<file path="src/rtl/shared_bus_arb_pkg.sv">
// Shared types and width helpers for the shared-bus arbiter.
// The helpers size the tenure and turnaround counters.
package shared_bus_arb_pkg;

    typedef enum logic [1:0] {
        IDLE  = 2'd0,
        GRANT = 2'd1,
        TURN  = 2'd2
    } arb_state_e;

    // The tenure counter saturates at hold_max-1, so it needs to hold values 0..hold_max-1.
    function automatic int tenure_w(input int hold_max);
        return (hold_max > 2) ? $clog2(hold_max) : 1;
    endfunction

    // The turnaround counter holds values 0..turn_cyc-1. It is always at least 1 bit wide.
    function automatic int turn_w(input int turn_cyc);
        return (turn_cyc > 1) ? $clog2(turn_cyc) : 1;
    endfunction

endpackage

</file>
<file path="src/rtl/rr_pick.sv">
// Combinational round-robin picker. It returns the first high request at or after start,
// wrapping modulo NREQ.
module rr_pick #(
    parameter int NREQ = 4,
    parameter int IDXW = (NREQ > 1) ? $clog2(NREQ) : 1
) (
    input  logic [NREQ-1:0] req,
    input  logic [IDXW-1:0] start,
    output logic            valid,
    output logic [IDXW-1:0] win
);

    int k;

    // Walk the offsets from farthest to nearest, so that the nearest high request is
    // written last and wins.
    always_comb begin
        valid = |req;
        win   = '0;
        k     = 0;
        for (int i = NREQ - 1; i >= 0; i--) begin
            k = int'(start) + i;
            if (k >= NREQ) begin
                k = k - NREQ;
            end
            if (req[IDXW'(k)]) begin
                win = IDXW'(k);
            end
        end
    end

endmodule

</file>
<file path="src/rtl/shared_bus_arb.sv">
// Round-robin owner arbiter for a shared tri-state bus. It enforces an undriven
// turnaround after every release and caps the tenure of an unlocked owner.
module shared_bus_arb
    import shared_bus_arb_pkg::*;
#(
    parameter int NREQ     = 4,
    parameter int HOLD_MAX = 8,
    parameter int TURN_CYC = 1
) (
    input  logic                    clk,
    input  logic                    rst_n,
    input  logic [NREQ-1:0]         req,
    input  logic [NREQ-1:0]         lock,
    output logic [NREQ-1:0]         gnt,
    output logic                    bus_oe,
    output logic [$clog2(NREQ)-1:0] owner,
    output logic                    busy,
    output logic [1:0]              state
);

    localparam int IDXW = $clog2(NREQ);
    localparam int TW   = tenure_w(HOLD_MAX);
    localparam int CW   = turn_w(TURN_CYC);

    localparam logic [1:0] S_IDLE  = 2'(IDLE);
    localparam logic [1:0] S_GRANT = 2'(GRANT);
    localparam logic [1:0] S_TURN  = 2'(TURN);

    localparam logic [TW-1:0] TEN_MAX   = TW'(HOLD_MAX - 1);
    localparam logic [CW-1:0] TURN_LAST = CW'(TURN_CYC - 1);

    logic [1:0]      state_q;
    logic [TW-1:0]   tenure_q;
    logic [CW-1:0]   turn_q;
    logic [NREQ-1:0] gnt_q;
    logic            oe_q;
    logic [IDXW-1:0] owner_q;

    logic [IDXW-1:0] start_idx;
    logic [IDXW-1:0] win_idx;
    logic            win_valid;
    logic [NREQ-1:0] win_vec;
    logic            others;
    logic            release_c;
    logic            preempt_c;

    // The previous owner is searched last, but it can still win.
    assign start_idx = (owner_q == IDXW'(NREQ - 1)) ? '0 : owner_q + IDXW'(1);

    rr_pick #(.NREQ(NREQ), .IDXW(IDXW)) u_pick (
        .req   (req),
        .start (start_idx),
        .valid (win_valid),
        .win   (win_idx)
    );

    assign win_vec   = NREQ'(1) << win_idx;
    assign others    = |(req & ~gnt_q);
    assign release_c = ~req[owner_q];
    assign preempt_c = (tenure_q == TEN_MAX) && others && ~lock[owner_q];

    always_ff @(posedge clk or negedge rst_n) begin
        if (!rst_n) begin
            state_q  <= S_IDLE;
            tenure_q <= '0;
            turn_q   <= '0;
            gnt_q    <= '0;
            oe_q     <= 1'b0;
            owner_q  <= IDXW'(NREQ - 1);
        end else begin
            case (state_q)
                S_IDLE: begin
                    if (win_valid) begin
                        state_q  <= S_GRANT;
                        gnt_q    <= win_vec;
                        oe_q     <= 1'b1;
                        owner_q  <= win_idx;
                        tenure_q <= '0;
                    end
                end
                S_GRANT: begin
                    // When release and preemption coincide, only one turnaround is taken.
                    if (release_c || preempt_c) begin
                        state_q <= S_TURN;
                        gnt_q   <= '0;
                        oe_q    <= 1'b0;
                        turn_q  <= '0;
                    end else if (tenure_q != TEN_MAX) begin
                        tenure_q <= tenure_q + TW'(1);
                    end
                end
                S_TURN: begin
                    // Requests are sampled only on the last turnaround cycle.
                    if (turn_q == TURN_LAST) begin
                        if (win_valid) begin
                            state_q  <= S_GRANT;
                            gnt_q    <= win_vec;
                            oe_q     <= 1'b1;
                            owner_q  <= win_idx;
                            tenure_q <= '0;
                        end else begin
                            state_q <= S_IDLE;
                        end
                    end else begin
                        turn_q <= turn_q + CW'(1);
                    end
                end
                default: begin
                    state_q <= S_IDLE;
                    gnt_q   <= '0;
                    oe_q    <= 1'b0;
                end
            endcase
        end
    end

    assign gnt    = gnt_q;
    assign bus_oe = oe_q;
    assign owner  = owner_q;
    assign busy   = (state_q != S_IDLE);
    assign state  = state_q;

endmodule

</file>
<file path="config.mk">
export PLATFORM = sky130hd
export DESIGN_NAME = shared_bus_arb
export DESIGN_NICKNAME = d
export VERILOG_FILES = /design/src/rtl/shared_bus_arb_pkg.sv /design/src/rtl/rr_pick.sv /design/src/rtl/shared_bus_arb.sv
export SDC_FILE = /design/constraint.sdc
export NUM_CORES = 1
export LEC_CHECK = 0
export BUFFER_PORTS_ARGS = -buffer_cell sky130_fd_sc_hd__buf_2
export CORE_MARGIN = 2
export CORE_UTILIZATION = 45
export DETAILED_ROUTE_END_ITERATION = 12
export PLACE_DENSITY = 0.81
export SLEW_MARGIN = 20
export SYNTH_ARGS = -nofsm -noshare
export SYNTH_HDL_FRONTEND = slang
export SYNTH_HIERARCHICAL = 1
export SYNTH_SLANG_ARGS = --single-unit
</file>
<file path="constraint.sdc">
create_clock -name clk -period 4.1 [get_ports clk]
set_input_delay 0.82 -clock clk [delete_from_list [all_inputs] [get_ports clk]]
set_output_delay 0.82 -clock clk [all_outputs]
set_load 0.005 [all_outputs]
</file>
### After elaboration in Yosys (flattened, before gate mapping)

Index checks and enable logic that the tools add are counted.

* equality and inequality tests: 10
* order comparisons: 9
* multiplexer cells: 48
* bitwise operators: 4
* $add $sub $neg: 10
* shift-type cells: 1
* reduce and logical (&&, ||, !) cells: 15

Operators with widths (count)
* 2-bit two-way mux: 14
* 2-bit by 4-bit less-than comparator with 1-bit output, second input constant: 4
* 1-bit two-way mux: 15
* 1-bit binary-select mux with 2-bit select: 6
* 3-bit two-way mux: 4
* 4-bit two-way mux: 3
* 4-bit one-hot mux with 3 select lines: 1
* 3-bit >= comparator, second input constant: 3
* 3-bit one-hot mux with 3 select lines: 1
* 2-bit != test, second input constant: 4
* 4-bit OR reduction: 2
* 2-bit by 1-bit subtractor with 2-bit output, second input constant: 4
* 2-bit by 2-bit adder with 3-bit output, second input constant: 2
* 2-bit one-hot mux with 3 select lines: 1
* 2-bit AND reduction: 3
* 2-bit nonzero test: 3
* 4-bit bitwise AND: 1
* 2-bit == test, second input constant: 2
* 4-bit inverter: 1
* 2-bit one-hot mux with 2 select lines: 1
* 4-bit AND reduction: 1
* 1-bit by 2-bit left shift with 4-bit output, first input constant: 1
* 2-bit by 1-bit adder with 3-bit output, second input constant: 1
* 3-bit by 1-bit adder with 3-bit output, second input constant: 1
* other kinds (16): 18

* bits in registers: 13
* logic and storage cells: 103
* output and inout bits: 10
* input bits: 10

### Logic depth before layout (Yosys ltp)

Gate-level depths: netlist of run 1.

* word-level depth: 16
* gate-level depth with buffers: 7
* depth with buffers taken out: 7

### Cells and area by module

Netlist of run 1, hierarchy kept.

Modules (own cells, without submodules)
* shared_bus_arb: area each 660.6 µm², times used 1, cells an instance 61
* rr_pick: area each 77.6 µm², times used 1, cells an instance 13

### Worst setup path before layout of run 1

OpenSTA, ideal clock, no wires.

* path kind: input to register
* from: input lock[3]
* to: register gnt_q[0], in the netlist gnt[0]
* arrival: 1795 ps
* slack: 2179 ps
* library setup time: 126 ps
* data required time: 3974 ps
* cell stages on the path: 4
* path through: mux4_2 -> nor2_2 -> nor2_2 -> a221o_1

* longest elaborated chain between the ends: 7

RTL lines
* from (decl): line shared_bus_arb.sv:13 `input logic [NREQ-1:0] lock,`
* 1-bit binary-select mux with 2-bit select: line shared_bus_arb.sv:60 `assign preempt_c = (tenure_q == TEN_MAX) && others && ~lock[owner_q];`
* 1-bit two-way mux (implied by the code): line shared_bus_arb.sv:60
* 1-bit inverter: line shared_bus_arb.sv:60
* 1-bit logical AND: line shared_bus_arb.sv:60
* 1-bit logical OR: line shared_bus_arb.sv:83 `if (release_c || preempt_c) begin`
* 2-bit != test (no source line)
* 2-bit AND reduction (no source line)
* to (signal assigned): line shared_bus_arb.sv:75 `gnt_q <= win_vec;`
* to (signal assigned): line shared_bus_arb.sv:97 `gnt_q <= win_vec;`
* to (decl): line shared_bus_arb.sv:35 `logic [NREQ-1:0] gnt_q;`

Every way passes these cells. The select of a mux whose other input is x is not followed.
A chain may end at the register's enable or synchronous reset.

### Final worst setup path of run 1

* from: register state_q[0], in the netlist state[0]
* to: output busy

* longest elaborated chain between the ends: 1

RTL lines
* from (decl): line shared_bus_arb.sv:32 `logic [1:0] state_q;`
* from (signal assigned): line shared_bus_arb.sv:64 `state_q <= S_IDLE;`
* from (signal assigned): line shared_bus_arb.sv:74 `state_q <= S_GRANT;`
* from (signal assigned): line shared_bus_arb.sv:84 `state_q <= S_TURN;`
* 2-bit nonzero test: line shared_bus_arb.sv:120 `assign busy = (state_q != S_IDLE);`
* to (decl): line shared_bus_arb.sv:17 `output logic busy,`

Every way passes these cells.

==> impl_metrics.json, run 1 <==
{
  "worstSetupEndpointType": "output pin",
  "vias": 646,
  "grt_usage_pct": 18.0,
  "crit_arrival_ps": 1160,
  "clockBufferDepth": 2,
  "grt.overflow.total": 0,
  "viasPerCell": 5.72,
  "final_cell_mix": "buf_2, nor2_1, dfrtp_1, nor2b_1, nand2_1",
  "p_leak_nw": 0.428,
  "clk_latency_ps": 280,
  "finalCriticalPeriod_ps": 1980,
  "cpMaxStageDelayCell": "dfrtp_1",
  "crit_path_cell_trace": "or2_2 -> buf_2",
  "grt_util_met1_pct": 23.6,
  "stdcell_count": 113,
  "tightest_slew_ps": 319,
  "cts_resized": 0,
  "ff2ff_path_depth": 5,
  "grt_pass1_wl_um": 2550,
  "antenna_found_initial": 0,
  "layout_worst_path_cycle_share_pct": 48.2,
  "clock.fmax_mhz": 506,
  "drtPass1Iterations": 4,
  "busiest_layer": "met2",
  "postCtsSetupBuffers": 0,
  "synth_area_per_cell_um2": 9.98,
  "tritoncts": "built",
  "yosysWarnings": 6,
  "io_buffers": 19,
  "final_layout_size_suffix_gt1_share_pct": 35.1,
  "rows": 14,
  "fin_skew_ps": 4.38,
  "place_ws_ps": 1910,
  "setup-tns-final_ps": 0,
  "cp_max_fo": 8,
  "layout_commonest_cell": "buf_2",
  "critPathMaxStageDelay_ps": 450,
  "status": "finished, final reports clean",
  "path_buf_inv": 1,
  "dp_cells": 109,
  "route.detailed.drc": 0,
  "postSynthCellCount": 74,
  "dp_hpwl_um": 1210,
  "setup-violations-final": 0,
  "fin_ws_ps": 2120,
  "grt_max_degree": 13,
  "slew_violations": 0,
  "grt_pass1_vias": 616,
  "critPathRequiredTime_ps": 3280,
  "synth-seq-area-share_pct": 41.0,
  "area_growth_syn_to_layout_pct": 20.5,
  "io_pins": 20,
  "place_congestion": 0.846,
  "gr-usage-met2_pct": 27.0,
  "drt-total-wl_um": 1490,
  "yosysUniqueCellTypes": 24,
  "finalHoldViolCount": 0,
  "root_buffer": "clkbuf_4",
  "drt_iter0_drc": 14,
  "htree_levels": 1,
  "die_h_um": 44.5,
  "crit_path_start_kind": "flop",
  "met3_usage_pct": 4.08,
  "core_mm2": 0.00152,
  "die_area_mm2": 0.00198,
  "fp.dieW_um": 44.5,
  "clock-sinks": 12,
  "ant_nets": 0,
  "ir_drop_mv": 0.436,
  "holdBufCountCts": 0,
  "maxCapViolations": 0,
  "clk_pin_slew_ps": 80,
  "syn_nets": 87,
  "numCtsBuffers": 3,
  "synth.cell_area_um2": 738,
  "slew_headroom_pct": 78.5,
  "criticalPathCategory": "reg2out",
  "crit_cells": 2,
  "power_density_mw_per_mm2": 745,
  "start_util_pct": 48.4,
  "diodes": 0,
  "crit_family": "flip-flops",
  "hold_path_class": "in2async",
  "rsz0062_at_grt": "no",
  "layout.nets": 111,
  "wl_per_cell_um": 13.2,
  "ys_ff_latch": 12
}
## final timing paths
path | startpoint | end | slack [ps]
max reg2reg | owner[0] | gnt[0] | 2220
max | state[0] | busy | 2120
min reg2reg | tenure_q[0] | tenure_q[0] | 470
min in group clk | tenure_q[0] | tenure_q[0] | 470
max in group asynchronous | rst_n | owner[1] | 3430
min | rst_n | gnt[2] | 400
## Yosys cell counts (all sizes together)
master   count  area (um^2)
nor2b        7         43.8
o2bb2ai      1         8.76
a211oi       2         20.0
a221o        4         40.0
dfstp        2         52.6
a21oi        2         10.0
mux2i        1         10.0
nor3b        1         7.51
o41ai        1         16.3
nand2b       4         25.0
mux2         2         22.5
dfrtp       10          250
a22oi        1         7.51
mux4         2         45.0
or2          1         6.26
inv          3         11.3
ha           3         37.5
o21ai        4         20.0
nor2        12         50.1
and2         5         31.3
nand2        6         22.5
## metal layers
| metal | up-vias | wire [um] |
|---|---|---|
| li1 | 309 | - |
| met1 | 310 | 652 |
| met2 | 23 | 732 |
| met3 | 4 | 70 |
| met4 | 0 | 34 |
| met5 | - | 0 |
## power breakdown
group | switching [mW] | internal, mW
logic | 0.162 | 0.165
clock network | 0.0421 | 0.0540
registers | 0.0579 | 0.181
## through the flow
step	utilization [%]	hold slack, ps	power, mW	cell area (um^2)
floorplan	-	446	0.466	738
global placement	56.0	459	0.556	853
detailed placement	56.0	470	0.572	853
CTS	58.4	409	0.669	890
global route	58.4	413	0.725	890
finish	58.4	402	0.663	890
## cells by family after synthesis
| logic type | Yosys count | share of synthesized area (%) |
|---|---|---|
| adder cells (fa/ha/maj) | 3 | 5.09 |
| multiplexers | 5 | 10.5 |
| flip-flops | 12 | 41.0 |
| AO/OA/AOI/OAI | 15 | 16.6 |
| buffers and inverters | 3 | 1.53 |
| AND/OR/NAND/NOR | 36 | 25.3 |
## flip-flops by register name, summed over array words and instances, names as in the netlist
signal    flops
gnt           4
tenure_q      3
owner         2
state         2
bus_oe        1
## worst reg2reg max path, delay by kind of cell, from the launching register on
family	cells	cell delay, ps
DFF	1	600
AOI/OAI and AO/OA	2	600
adders and majority gates	1	300
muxes	1	160
and+or+nand+nor	1	110
## cell type report
type                            count  area [um^2]
Fill cell                         134          634
Multi-Input combinational cell     59          424
Sequential cell                    12          303
Timing Repair Buffer               19         95.1
Clock buffer                        4         36.3
Tap cell                           16         20.0
Inverter                            3         11.3
Power figures use the tool's default switching activity.
==> run 2: changes to the inputs <==
--- a/config.mk
+++ b/config.mk
@@ -5,11 +5,12 @@
 export SDC_FILE = /design/constraint.sdc
 export NUM_CORES = 1
 export LEC_CHECK = 0
+export ABC_AREA = 1
 export BUFFER_PORTS_ARGS = -buffer_cell sky130_fd_sc_hd__buf_2
 export CORE_MARGIN = 2
 export CORE_UTILIZATION = 45
 export DETAILED_ROUTE_END_ITERATION = 12
-export PLACE_DENSITY = 0.81
+export PLACE_DENSITY = 0.82
 export SLEW_MARGIN = 20
 export SYNTH_ARGS = -nofsm -noshare
 export SYNTH_HDL_FRONTEND = slang
==> constraint.sdc (replaced) <==
create_clock -name clk -period 1.6 [get_ports clk]
set_input_delay 0.32 -clock clk [delete_from_list [all_inputs] [get_ports clk]]
set_output_delay 0.32 -clock clk [all_outputs]
set_load 0.005 [all_outputs]
==> impl_metrics.json, run 2 <==
{
  "stdcell_count": 205,
  "synth.cell_area_um2": 912,
  "drt-total-wl_um": 2500,
  "finalHoldViolCount": 0,
  "layout.nets": 192,
  "clock-sinks": 12,
  "slew_headroom_pct": 78.6,
  "drtPass1Iterations": 4,
  "finalCriticalPeriod_ps": 1860,
  "numCtsBuffers": 3,
  "synth_top_cells_by_area": "dfrtp_1, nand2_1, nand3_1, inv_1, dfstp_2",
  "clockBufferDepth": 2,
  "ant_nets": 0,
  "worstSetupEndpointType": "flop",
  "largest_register_ffs": 4,
  "start_util_pct": 47.0,
  "yosysUniqueCellTypes": 19,
  "hold_path_class": "in2async",
  "clk_latency_ps": 280,
  "vias": 1030,
  "gr-usage-met2_pct": 39.7,
  "wl_per_cell_um": 12.2,
  "fin_skew_ps": 0.817,
  "route.detailed.drc": 0,
  "yosysTopAreaCell": "dfrtp_1",
  "synth_edf_count": 0,
  "place_congestion": 0.824,
  "criticalPathCategory": "reg2reg",
  "post_dp_cell_area_mm2": 0.00110,
  "synth_top_area_share_pct": 27.4,
  "tritoncts": "built",
  "cp_max_fo": 7,
  "area_growth_syn_to_layout_pct": 48.6,
  "syn_nets": 157,
  "drt_iter0_drc": 14,
  "stdcell_area_mm2": 0.00136,
  "setup-violations-final": 6,
  "p_leak_nw": 0.747,
  "busiest_layer": "met2",
  "final_layout_size_suffix_gt1_share_pct": 46.6,
  "synth_flop_cell": "dfrtp_1",
  "status": "finished, violations left",
  "io_pins": 20,
  "die_h_um": 49.0,
  "synth_area_per_cell_um2": 6.33,
  "critPathRequiredTime_ps": 1810,
  "grt_max_degree": 13,
  "clock.fmax_mhz": 538,
  "rsz0062_at_grt": "yes",
  "viasPerCell": 5.02,
  "violations": "negative setup slack",
  "crit_arrival_ps": 2060,
  "crit_path_start_kind": "flop",
  "met3_usage_pct": 2.15,
  "diodes": 0,
  "grt.overflow.total": 0,
  "rows": 16,
  "die_area_mm2": 0.00240,
  "io_buffers": 19,
  "ir_drop_mv": 1.66,
  "dp_hpwl_um": 1660,
  "layout_commonest_cell": "nand2_1",
  "reg2reg_slack_ps": -260,
  "setup-tns-final_ps": -1360,
  "grt_util_met1_pct": 23.2,
  "grt_pass1_wl_um": 3970,
  "slew_violations": 0,
  "layout_worst_path_cycle_share_pct": 116,
  "grt_pass1_vias": 973,
  "fp.dieW_um": 49.0,
  "finalPower_mw": 3.49,
  "maxCapViolations": 0,
  "antenna_found_initial": 0,
  "hold-worst-slack_ps": 444,
  "root_buffer": "clkbuf_4",
  "yosysWarnings": 6,
  "synth-seq-area-share_pct": 33.2,
  "synthArstFlopShare_pct": 100,
  "clk_pin_slew_ps": 70,
  "place_ws_ps": -316,
  "core_mm2": 0.00194,
  "postSynthCellCount": 144,
  "yosysMostFrequentCell": "nand2_1",
  "dp_cells": 196,
  "fin_ws_ps": -258,
  "htree_levels": 1,
  "synth_commonest_cells": "nand2_1, inv_1, nand3_1, dfrtp_1, nor2_1",
  "grt_usage_pct": 21.0,
  "ys_ff_latch": 12,
  "power_density_mw_per_mm2": 2580,
  "fin_util_pct": 69.8,
  "tightest_slew_ps": 320,
  "final_cell_mix": "nand2_1, buf_2, inv_1, nand2_2, dfrtp_1"
}
run 2: cell type report:
cell class | instances | area, um^2
fillers | 165 | 587
repair buffers | 30 | 213
multi-input cells | 109 | 676
clock buffers | 4 | 36.3
flip-flops and latches | 12 | 303
inverters | 23 | 93.8
well taps | 27 | 33.8
run 2: critical path, cell delays in order, from the launching register on:
cell and delay, ps:
dfstp_2 400, ha_4 160, nor2_4 200, inv_4 90, nand2_2 70, nand2_2 70, nand2_2 70, nand2_2 70
nand2_2 80, nand2_1 50, nand2_1 50, nand2_1 60, inv_2 90, inv_2 60, buf_4 130, o21ai_1 140
run 2: what timing repair did:
action	CTS	global route
endpoints found under the hold margin	10	0
resized for setup	20	25
pin swaps	15	16
setup buffers	3	1
hold buffers	1	0
endpoints found under the setup margin	6	11
run 2: worst paths after layout:
kind / startpoint / endpoint / cells past startpoint
worst min-delay path: rst_n / gnt[3] / 2
worst min register to register: tenure_q[1] / tenure_q[1] / 2
worst max-delay path: owner[0] / owner[0] / 15
max in group asynchronous: rst_n / owner[0] / 2
worst max register to register: owner[0] / owner[0] / 15
min in group clk: tenure_q[1] / tenure_q[1] / 2
run 2: logic make-up (layout without fill, tap and decap cells):
logic type,count (synthesis),after routing,share of synthesized area (%)
and+or+nand+nor,99,99,47.7
buffers and inverters,23,57,9.47
adders and majority gates,3,3,4.12
AOI/OAI and AO/OA,7,7,5.49
DFF,12,12,33.2
run 2: metal layers:
layer,vias up,share of wire (%)
met3,4,3.0
met5,-,0
li1,521,-
met2,22,55
met1,483,41
met4,0,1.6
run 2: report_power, final:
part | total, mW | internal [mW] | switching [mW]
combinational | 2.69 | 1.12 | 1.57
sequential | 0.562 | 0.441 | 0.121
clock | 0.244 | 0.139 | 0.105
